===== src/rtl/map_pkg.sv =====
// Shared types and default sizes for the rename map table and its checkpoint controller.
package map_pkg;

    localparam int N_WAY_DEF     = 2;
    localparam int ARCH_REGS_DEF = 32;
    localparam int PREG_BITS_DEF = 6;
    localparam int N_CKPT_DEF    = 4;

    // One map-table entry: physical tag plus "value is ready" flag.
    typedef struct packed {
        logic [PREG_BITS_DEF-1:0] phy_reg;
        logic                     status;
    } PR_PACKET;

endpackage


===== src/rtl/map_ckpt_ctrl.sv =====
// Circular-buffer bookkeeping (head/tail/count/valid) for map-table checkpoint slots.
module map_ckpt_ctrl
    import map_pkg::*;
#(
    parameter int N_CKPT    = N_CKPT_DEF,
    parameter int CKPT_BITS = $clog2(N_CKPT)
) (
    input  logic                 clock,
    input  logic                 reset_n,
    input  logic                 alloc,
    input  logic                 br_valid,
    input  logic                 br_mispred,
    input  logic [CKPT_BITS-1:0] br_id,
    output logic [CKPT_BITS-1:0] tail,
    output logic                 full
);

    logic [CKPT_BITS-1:0] head_q, head_d;
    logic [CKPT_BITS-1:0] tail_q, tail_d;
    logic [CKPT_BITS:0]   count_q, count_d;
    logic [N_CKPT-1:0]    valid_q, valid_d;
    logic [CKPT_BITS-1:0] br_off;
    logic [CKPT_BITS-1:0] slot_off;

    // Resolve/flush first, then reclaim one dead slot at head, then allocate at tail.
    always_comb begin
        head_d   = head_q;
        tail_d   = tail_q;
        count_d  = count_q;
        valid_d  = valid_q;
        br_off   = br_id - head_q;
        slot_off = '0;

        if (br_valid && !br_mispred) begin
            valid_d[br_id] = 1'b0;
        end

        if (br_valid && br_mispred) begin
            for (int j = 0; j < N_CKPT; j++) begin
                slot_off = CKPT_BITS'(j) - head_q;
                if (slot_off >= br_off) begin
                    valid_d[j] = 1'b0;
                end
            end
            tail_d  = br_id + 1'b1;
            count_d = {1'b0, br_off} + 1'b1;
        end

        if ((count_d != '0) && !valid_d[head_q]) begin
            head_d  = head_q + 1'b1;
            count_d = count_d - 1'b1;
        end

        if (alloc) begin
            valid_d[tail_d] = 1'b1;
            tail_d          = tail_d + 1'b1;
            count_d         = count_d + 1'b1;
        end
    end

    always_ff @(posedge clock or negedge reset_n) begin
        if (!reset_n) begin
            head_q  <= '0;
            tail_q  <= '0;
            count_q <= '0;
            valid_q <= '0;
        end else begin
            head_q  <= head_d;
            tail_q  <= tail_d;
            count_q <= count_d;
            valid_q <= valid_d;
        end
    end

    assign tail = tail_q;
    assign full = (count_q == (CKPT_BITS+1)'(N_CKPT));

    no_alloc_when_full: assert property (@(posedge clock) disable iff (!reset_n) !(alloc && full));

endmodule


===== src/rtl/map_table_ckpt.sv =====
// Register rename map table with CDB wakeup and intra-bundle forwarding.
// Define MAP_TABLE_CKPT_EN to add branch checkpoints with mispredict recovery.
module map_table_ckpt
    import map_pkg::*;
#(
    parameter int N_WAY     = N_WAY_DEF,
    parameter int ARCH_REGS = ARCH_REGS_DEF,
    parameter int AREG_BITS = $clog2(ARCH_REGS),
    parameter int PREG_BITS = PREG_BITS_DEF,
    parameter int N_CKPT    = N_CKPT_DEF,
    parameter int CKPT_BITS = $clog2(N_CKPT)
) (
    input  logic                                 clock,
    input  logic                                 reset_n,
    input  logic [N_WAY-1:0]                     dis_valid,
    input  logic [N_WAY-1:0][AREG_BITS-1:0]      dis_dest,
    input  logic [N_WAY-1:0][AREG_BITS-1:0]      dis_src1,
    input  logic [N_WAY-1:0][AREG_BITS-1:0]      dis_src2,
    input  logic [N_WAY-1:0][PREG_BITS-1:0]      dis_pr_new,
    input  logic [N_WAY-1:0]                     dis_br,
    input  logic [N_WAY-1:0]                     cdb_valid,
    input  logic [N_WAY-1:0][PREG_BITS-1:0]      cdb_tag,
    output PR_PACKET [N_WAY-1:0]                 src1_out,
    output PR_PACKET [N_WAY-1:0]                 src2_out,
    output logic [N_WAY-1:0][PREG_BITS-1:0]      told_out,
    output logic [CKPT_BITS-1:0]                 ckpt_id,
    output logic                                 ckpt_full,
    input  logic                                 br_valid,
    input  logic [CKPT_BITS-1:0]                 br_id,
    input  logic                                 br_mispred
);

    PR_PACKET         map_q    [ARCH_REGS];
    PR_PACKET         map_d    [ARCH_REGS];
    PR_PACKET         map_next [ARCH_REGS];
    logic [N_WAY-1:0] rename_en;

    function automatic logic tag_done(input logic [PREG_BITS-1:0]            tag,
                                      input logic [N_WAY-1:0]                cv,
                                      input logic [N_WAY-1:0][PREG_BITS-1:0] ct);
        logic hit;
        hit = 1'b0;
        for (int c = 0; c < N_WAY; c++) begin
            if (cv[c] && (ct[c] == tag)) begin
                hit = 1'b1;
            end
        end
        return hit;
    endfunction

    always_comb begin
        for (int n = 0; n < N_WAY; n++) begin
            rename_en[n] = dis_valid[n] && (dis_dest[n] != '0);
        end
    end

    // Source lookup: table plus CDB bypass, overridden by older ways of the same bundle.
    always_comb begin
        for (int n = 0; n < N_WAY; n++) begin
            src1_out[n]        = map_q[dis_src1[n]];
            src1_out[n].status = map_q[dis_src1[n]].status
                               | tag_done(map_q[dis_src1[n]].phy_reg, cdb_valid, cdb_tag);
            src2_out[n]        = map_q[dis_src2[n]];
            src2_out[n].status = map_q[dis_src2[n]].status
                               | tag_done(map_q[dis_src2[n]].phy_reg, cdb_valid, cdb_tag);
            told_out[n]        = map_q[dis_dest[n]].phy_reg;
            for (int k = 0; k < N_WAY; k++) begin
                if ((k < n) && rename_en[k]) begin
                    if (dis_dest[k] == dis_src1[n]) begin
                        src1_out[n] = '{phy_reg: dis_pr_new[k], status: 1'b0};
                    end
                    if (dis_dest[k] == dis_src2[n]) begin
                        src2_out[n] = '{phy_reg: dis_pr_new[k], status: 1'b0};
                    end
                    if (dis_dest[k] == dis_dest[n]) begin
                        told_out[n] = dis_pr_new[k];
                    end
                end
            end
        end
    end

    // Table after this cycle's completions and renames; later ways overwrite earlier ones.
    always_comb begin
        for (int i = 0; i < ARCH_REGS; i++) begin
            map_d[i]        = map_q[i];
            map_d[i].status = map_q[i].status | tag_done(map_q[i].phy_reg, cdb_valid, cdb_tag);
        end
        for (int n = 0; n < N_WAY; n++) begin
            if (rename_en[n]) begin
                map_d[dis_dest[n]] = '{phy_reg: dis_pr_new[n], status: 1'b0};
            end
        end
    end

`ifdef MAP_TABLE_CKPT_EN
    PR_PACKET             ckpt_q [N_CKPT][ARCH_REGS];
    PR_PACKET             ckpt_d [N_CKPT][ARCH_REGS];
    logic                 mispredict;
    logic                 alloc;
    logic [CKPT_BITS-1:0] tail;

    assign mispredict = br_valid && br_mispred;
    assign alloc      = (|(dis_valid & dis_br)) && !mispredict;

    map_ckpt_ctrl #(
        .N_CKPT    (N_CKPT),
        .CKPT_BITS (CKPT_BITS)
    ) u_ctrl (
        .clock      (clock),
        .reset_n    (reset_n),
        .alloc      (alloc),
        .br_valid   (br_valid),
        .br_mispred (br_mispred),
        .br_id      (br_id),
        .tail       (tail),
        .full       (ckpt_full)
    );

    assign ckpt_id = tail;

    // Snapshots keep waking up on the CDB so a restore never brings back stale "not ready" bits.
    always_comb begin
        for (int s = 0; s < N_CKPT; s++) begin
            for (int i = 0; i < ARCH_REGS; i++) begin
                ckpt_d[s][i]        = ckpt_q[s][i];
                ckpt_d[s][i].status = ckpt_q[s][i].status
                                    | tag_done(ckpt_q[s][i].phy_reg, cdb_valid, cdb_tag);
                if (alloc && (tail == CKPT_BITS'(s))) begin
                    ckpt_d[s][i] = map_d[i];
                end
            end
        end
    end

    always_comb begin
        for (int i = 0; i < ARCH_REGS; i++) begin
            map_next[i] = mispredict ? ckpt_d[br_id][i] : map_d[i];
        end
    end

    always_ff @(posedge clock) begin
        ckpt_q <= ckpt_d;
    end
`else
    logic unused_ckpt_inputs;
    assign unused_ckpt_inputs = ^{dis_br, br_valid, br_id, br_mispred};
    assign ckpt_id            = '0;
    assign ckpt_full          = 1'b0;

    always_comb begin
        for (int i = 0; i < ARCH_REGS; i++) begin
            map_next[i] = map_d[i];
        end
    end
`endif

    always_ff @(posedge clock or negedge reset_n) begin
        if (!reset_n) begin
            for (int i = 0; i < ARCH_REGS; i++) begin
                map_q[i] <= '{phy_reg: PREG_BITS'(i), status: 1'b1};
            end
        end else begin
            for (int i = 0; i < ARCH_REGS; i++) begin
                map_q[i] <= map_next[i];
            end
        end
    end

endmodule


===== config.mk =====
export PLATFORM = sky130hd
export DESIGN_NAME = map_table_ckpt
export DESIGN_NICKNAME = d
export VERILOG_FILES = /design/src/rtl/map_pkg.sv /design/src/rtl/map_ckpt_ctrl.sv /design/src/rtl/map_table_ckpt.sv
export SDC_FILE = /design/constraint.sdc
export NUM_CORES = 1
export LEC_CHECK = 0
export BUFFER_PORTS_ARGS = -buffer_cell sky130_fd_sc_hd__buf_4
export CAP_MARGIN = 5
export CORE_ASPECT_RATIO = 1.4
export CORE_UTILIZATION = 30
export DETAILED_ROUTE_END_ITERATION = 16
export PLACE_DENSITY = 0.55
export REMOVE_ABC_BUFFERS = 1
export SYNTH_ARGS = -nofsm -noshare
export SYNTH_HDL_FRONTEND = slang
export SYNTH_SLANG_ARGS = --single-unit

===== constraint.sdc =====
create_clock -name clock -period 10.1 [get_ports clock]
set_input_delay 2.525 -clock clock [delete_from_list [all_inputs] [get_ports clock]]
set_output_delay 2.525 -clock clock [all_outputs]
set_load 0.005 [all_outputs]

==> impl_results.md <==
- Run status: completed
- Portion of total power attributed to combinational logic: between 40% and 50%
- Clock transition at the registers of the reported paths: approximately 0.060 ns
- Total Negative Setup Slacks: 0 ns
- Placed Instance Area: about 0.027 sq mm
- Maximum level of the CTS H-tree: 1
- Met3 WL: 15500 um
- Cell types occupying the most area after synthesis: sky130_fd_sc_hd__mux4_2 (27%), sky130_fd_sc_hd__dfstp_2 (11%), sky130_fd_sc_hd__dfrtp_1 (11%), sky130_fd_sc_hd__mux2i_1 (9.7%), sky130_fd_sc_hd__xnor2_1 (7.6%)
- Fraction of synthesized cell area taken by the top area cell type: about a quarter
- Final period demand of the worst path: just over 9 ns
- Final Hold Slack: roughly 0.57 ns
- Synth Cell Area: around 0.027 sq mm
- Placeable Area: between 0.08 and 0.09 sq mm
- Post-route cell area: about 0.028 sq mm
- Top Layer Used: met5
- Die Wd: between 200 and 300 um
- Critical-path cell list: buf_4 -> mux4_2 -> mux2i_1 -> o22ai_1 -> a211oi_1 -> xnor2_1 -> nor4_1 -> nand4_1 -> a31oi_1 -> buf_4
- Largest driver fanout on the critical path: 38
- HPWL after DPL: 89100 um
- Worst Path Arrival: approximately 6.6 ns
- Share of the yosys chip area belonging to registers: approximately 22%
- Async set-or-reset flop fraction in the synthesized netlist: 100%
- Placement Rows: about 130
- Upper clock frequency limit: between 100 and 150 MHz
- Die height: roughly 350 um
- Critical Path End Type: output port
- Number of filler instances in the final layout: slightly below 9000
- Worst-Margin Slew: roughly 1.3 ns
- Cell count after synthesis: 2705
- Number of clock sinks seen by CTS: 224
- Detailed-route wire length: between 100000 and 150000 um
- Static leakage power: between 9 and 10 nW
- Via count of the first global-routing pass: 22300
- Die Area: between 0.08 and 0.09 sq mm
- Flip-flop and latch count after synthesis: around 220
- Number of nets in the layout: roughly 2500
- Relative slew slack: around 16%
- Setup crit start kind: primary input
- Reg area: between 0.005 and 0.006 sq mm
- Largest registers ranked by flip-flop count: map_q x224
- Final cycle utilization of the critical path: about nine tenths
- Most used cells in the layout excluding fill and tap cells: sky130_fd_sc_hd__mux4_2 (314), sky130_fd_sc_hd__mux2i_1 (256), sky130_fd_sc_hd__xnor2_1 (231)
- M1 wire length: 44000 um
- Fin util: between 30% and 40%
- Power Density: between 150 and 200 mW/mm^2
- CP peak stage delay: 0.91 ns
- Maximum number of pins on one net before global-route repair: ~130
- Vias after detailed routing: 23300
- Area occupied by multi-input gates: 0.0189 sq mm
- Number of buffers added by the clock tree synthesis step: 25
- Clock latency reported for the late side of the worst-skew pair: slightly above 0.6 ns
- TritonCTS clock tree: done
- Portion of total power attributed to the clock network: between 15 and 20%
- Number of flip-flops under the largest register name: about 220
- Library cell occupying the most area in the post-synthesis netlist: sky130_fd_sc_hd__mux4_2
- Root buf cell: sky130_fd_sc_hd__clkbuf_16
- Ys Warns: 0
- Final ANT Viol Nets: 0
- Most common library cell in the layout ignoring fill and taps: sky130_fd_sc_hd__mux4_2
- Final Setup Violations: 0
- Cell internal power dissipation: 3.08 mW
- Post-CTS Hold Buffers: 0
- Final setup skew: between 0.04 and 0.05 ns
- Post-synth cell types: 52
- Prevailing post-synth register cell: sky130_fd_sc_hd__dfstp_2
- Class of the most critical setup path: primary input to output port
- Final slew viol count: 0
- # Post-CTS Setup Buffers: 0
- Top-Level Pins: 109
- Critical path's most frequent cell: sky130_fd_sc_hd__buf_4
- Reported max-cap violation count: 0
- Number of buffers between clock root and the deepest sink: 3
- Routability cong.: approximately 1.1
- Global-route wire length before repair: approximately 180000 um
- Detailed-routed wire length on met2: a little under 60000 um
- Number of input and output port buffers inserted: 99
- Number of DRC violations after detailed-routing iteration 0: about 3500
- Worst hold-check path type: flip-flop to flip-flop
- Vias per std cell: 6.44
- Proportion of power drawn by flip-flops and latches: around 38%
- Post-CTS resize count: 0
- Grt total ovfl: 0
- Count of endpoints failing hold in the final timing report: 0
- Top reg by flops: map_q
- First-pass detailed-route iteration total: 8
- Data required time of the critical path: about 7.6 ns
- All-Layer GR Usage: ~29%
- Post-synth EDFFs: 0
- Slowest stage cell, crit path: sky130_fd_sc_hd__mux2i_1
- Switching share of power: between 40 and 50%
- Maximum VDD drop: approximately 0.13 mV
- Avg Inst Size Synth: a little under 10 sq um
- Overall power: between 5 and 6 mW
- Area Growth Syn to Fin: 6.03%
- Initial antenna violation count: 8
- Starting utilization of the core area: 30.4%
- Unrepaired setup endpoints after global routing: no
- DRC violations left: 0
- R2R Setup Slk: roughly 8.5 ns
- Wire length per cell after detailed routing: 35.9 um
- Fraction of layout instances using a drive strength above 1: roughly a quarter
- Switching power: 2.48 mW
## stage by stage
stage,setup WS (ns),instances
after floorplan,3.06,2251
after global placement,1.56,3567
after detailed placement,1.56,3567
after CTS,1.54,3613
after global routing,1.11,3615
final,1.00,3618
## kinds of logic (layout without fill, tap and decap cells)
family | Yosys count | count (layout) | synth area share [%]
buffers and inverters | 474 | 211 | 7.23
flip-flops | 224 | 224 | 21.7
AO/OA/AOI/OAI | 372 | 372 | 8.22
AND/OR/NAND/NOR | 598 | 598 | 10.8
XOR/XNOR | 447 | 447 | 14.8
multiplexers | 589 | 589 | 37.3
other | 1 | 7 | 0.0141
## worst max-delay path: cells and delay by family
family,cells,cell delay (ns)
compound gates,3,1.13
xor+xnor,1,0.12
buf+inv,2,0.79
simple gates,2,0.41
mux,2,1.50
## path summary, 6_finish.rpt
kind                            cells past startpoint     endpoint   startpoint
worst max-delay path                               10  src1_out[7]  dis_src1[6]
worst min-delay path                                2   map_q[217]   map_q[217]
worst max register to register                      5    map_q[21]    map_q[27]
worst min register to register                      2   map_q[217]   map_q[217]
max in group asynchronous                           2   map_q[138]      reset_n
min in group asynchronous                           1    map_q[95]      reset_n
## per-layer routing
metal	global-route usage, %	up-vias
met4	18.9	10
met1	33.5	11500
met2	46.0	1905
met5	0	-
met3	8.12	541
li1	-	9306
## synthesized netlist by cell type (all sizes together), types with 4 or more instances
master and number:
a22oi 78, nand2 122, a211oi 29, nor4 70
or4 4, nand4 82, mux2i 262, mux2 13
o21ai 83, dfstp 112, nor2b 8, clkbuf 254
nor3b 4, nand3b 5, and2 4, xnor2 231
nand2b 4, nand3 32, a21oi 165, buf 202
nor2 204, and3b 4, o22ai 4, nor3 44
xor2 216, a32oi 4, dfrtp 112, mux4 314
inv 16
## power by group through the flow
stage / Combinational (mW) / Sequential (mW) / Clock (mW)
after detailed placement: 2.37 / 2.08 / 0
after global placement: 2.34 / 2.06 / 0
after CTS: 2.38 / 2.07 / 0.977
final: 2.48 / 2.11 / 0.967
after floorplan: 1.57 / 1.68 / 0
after global routing: 2.58 / 2.12 / 1.00
## final cells by class
| type | count | share of cell area, % |
|---|---|---|
| diodes | 4 | 0.0356 |
| clock buffers | 38 | 2.54 |
| clock inverters | 8 | 0.343 |
| inverters | 18 | 0.240 |
| multi-input cells | 2009 | 67.2 |
| flip-flops and latches | 224 | 20.4 |
| well taps | 1170 | 5.21 |
| repair buffers | 147 | 4.03 |
No activity file was read; power rests on OpenSTA's default activity.
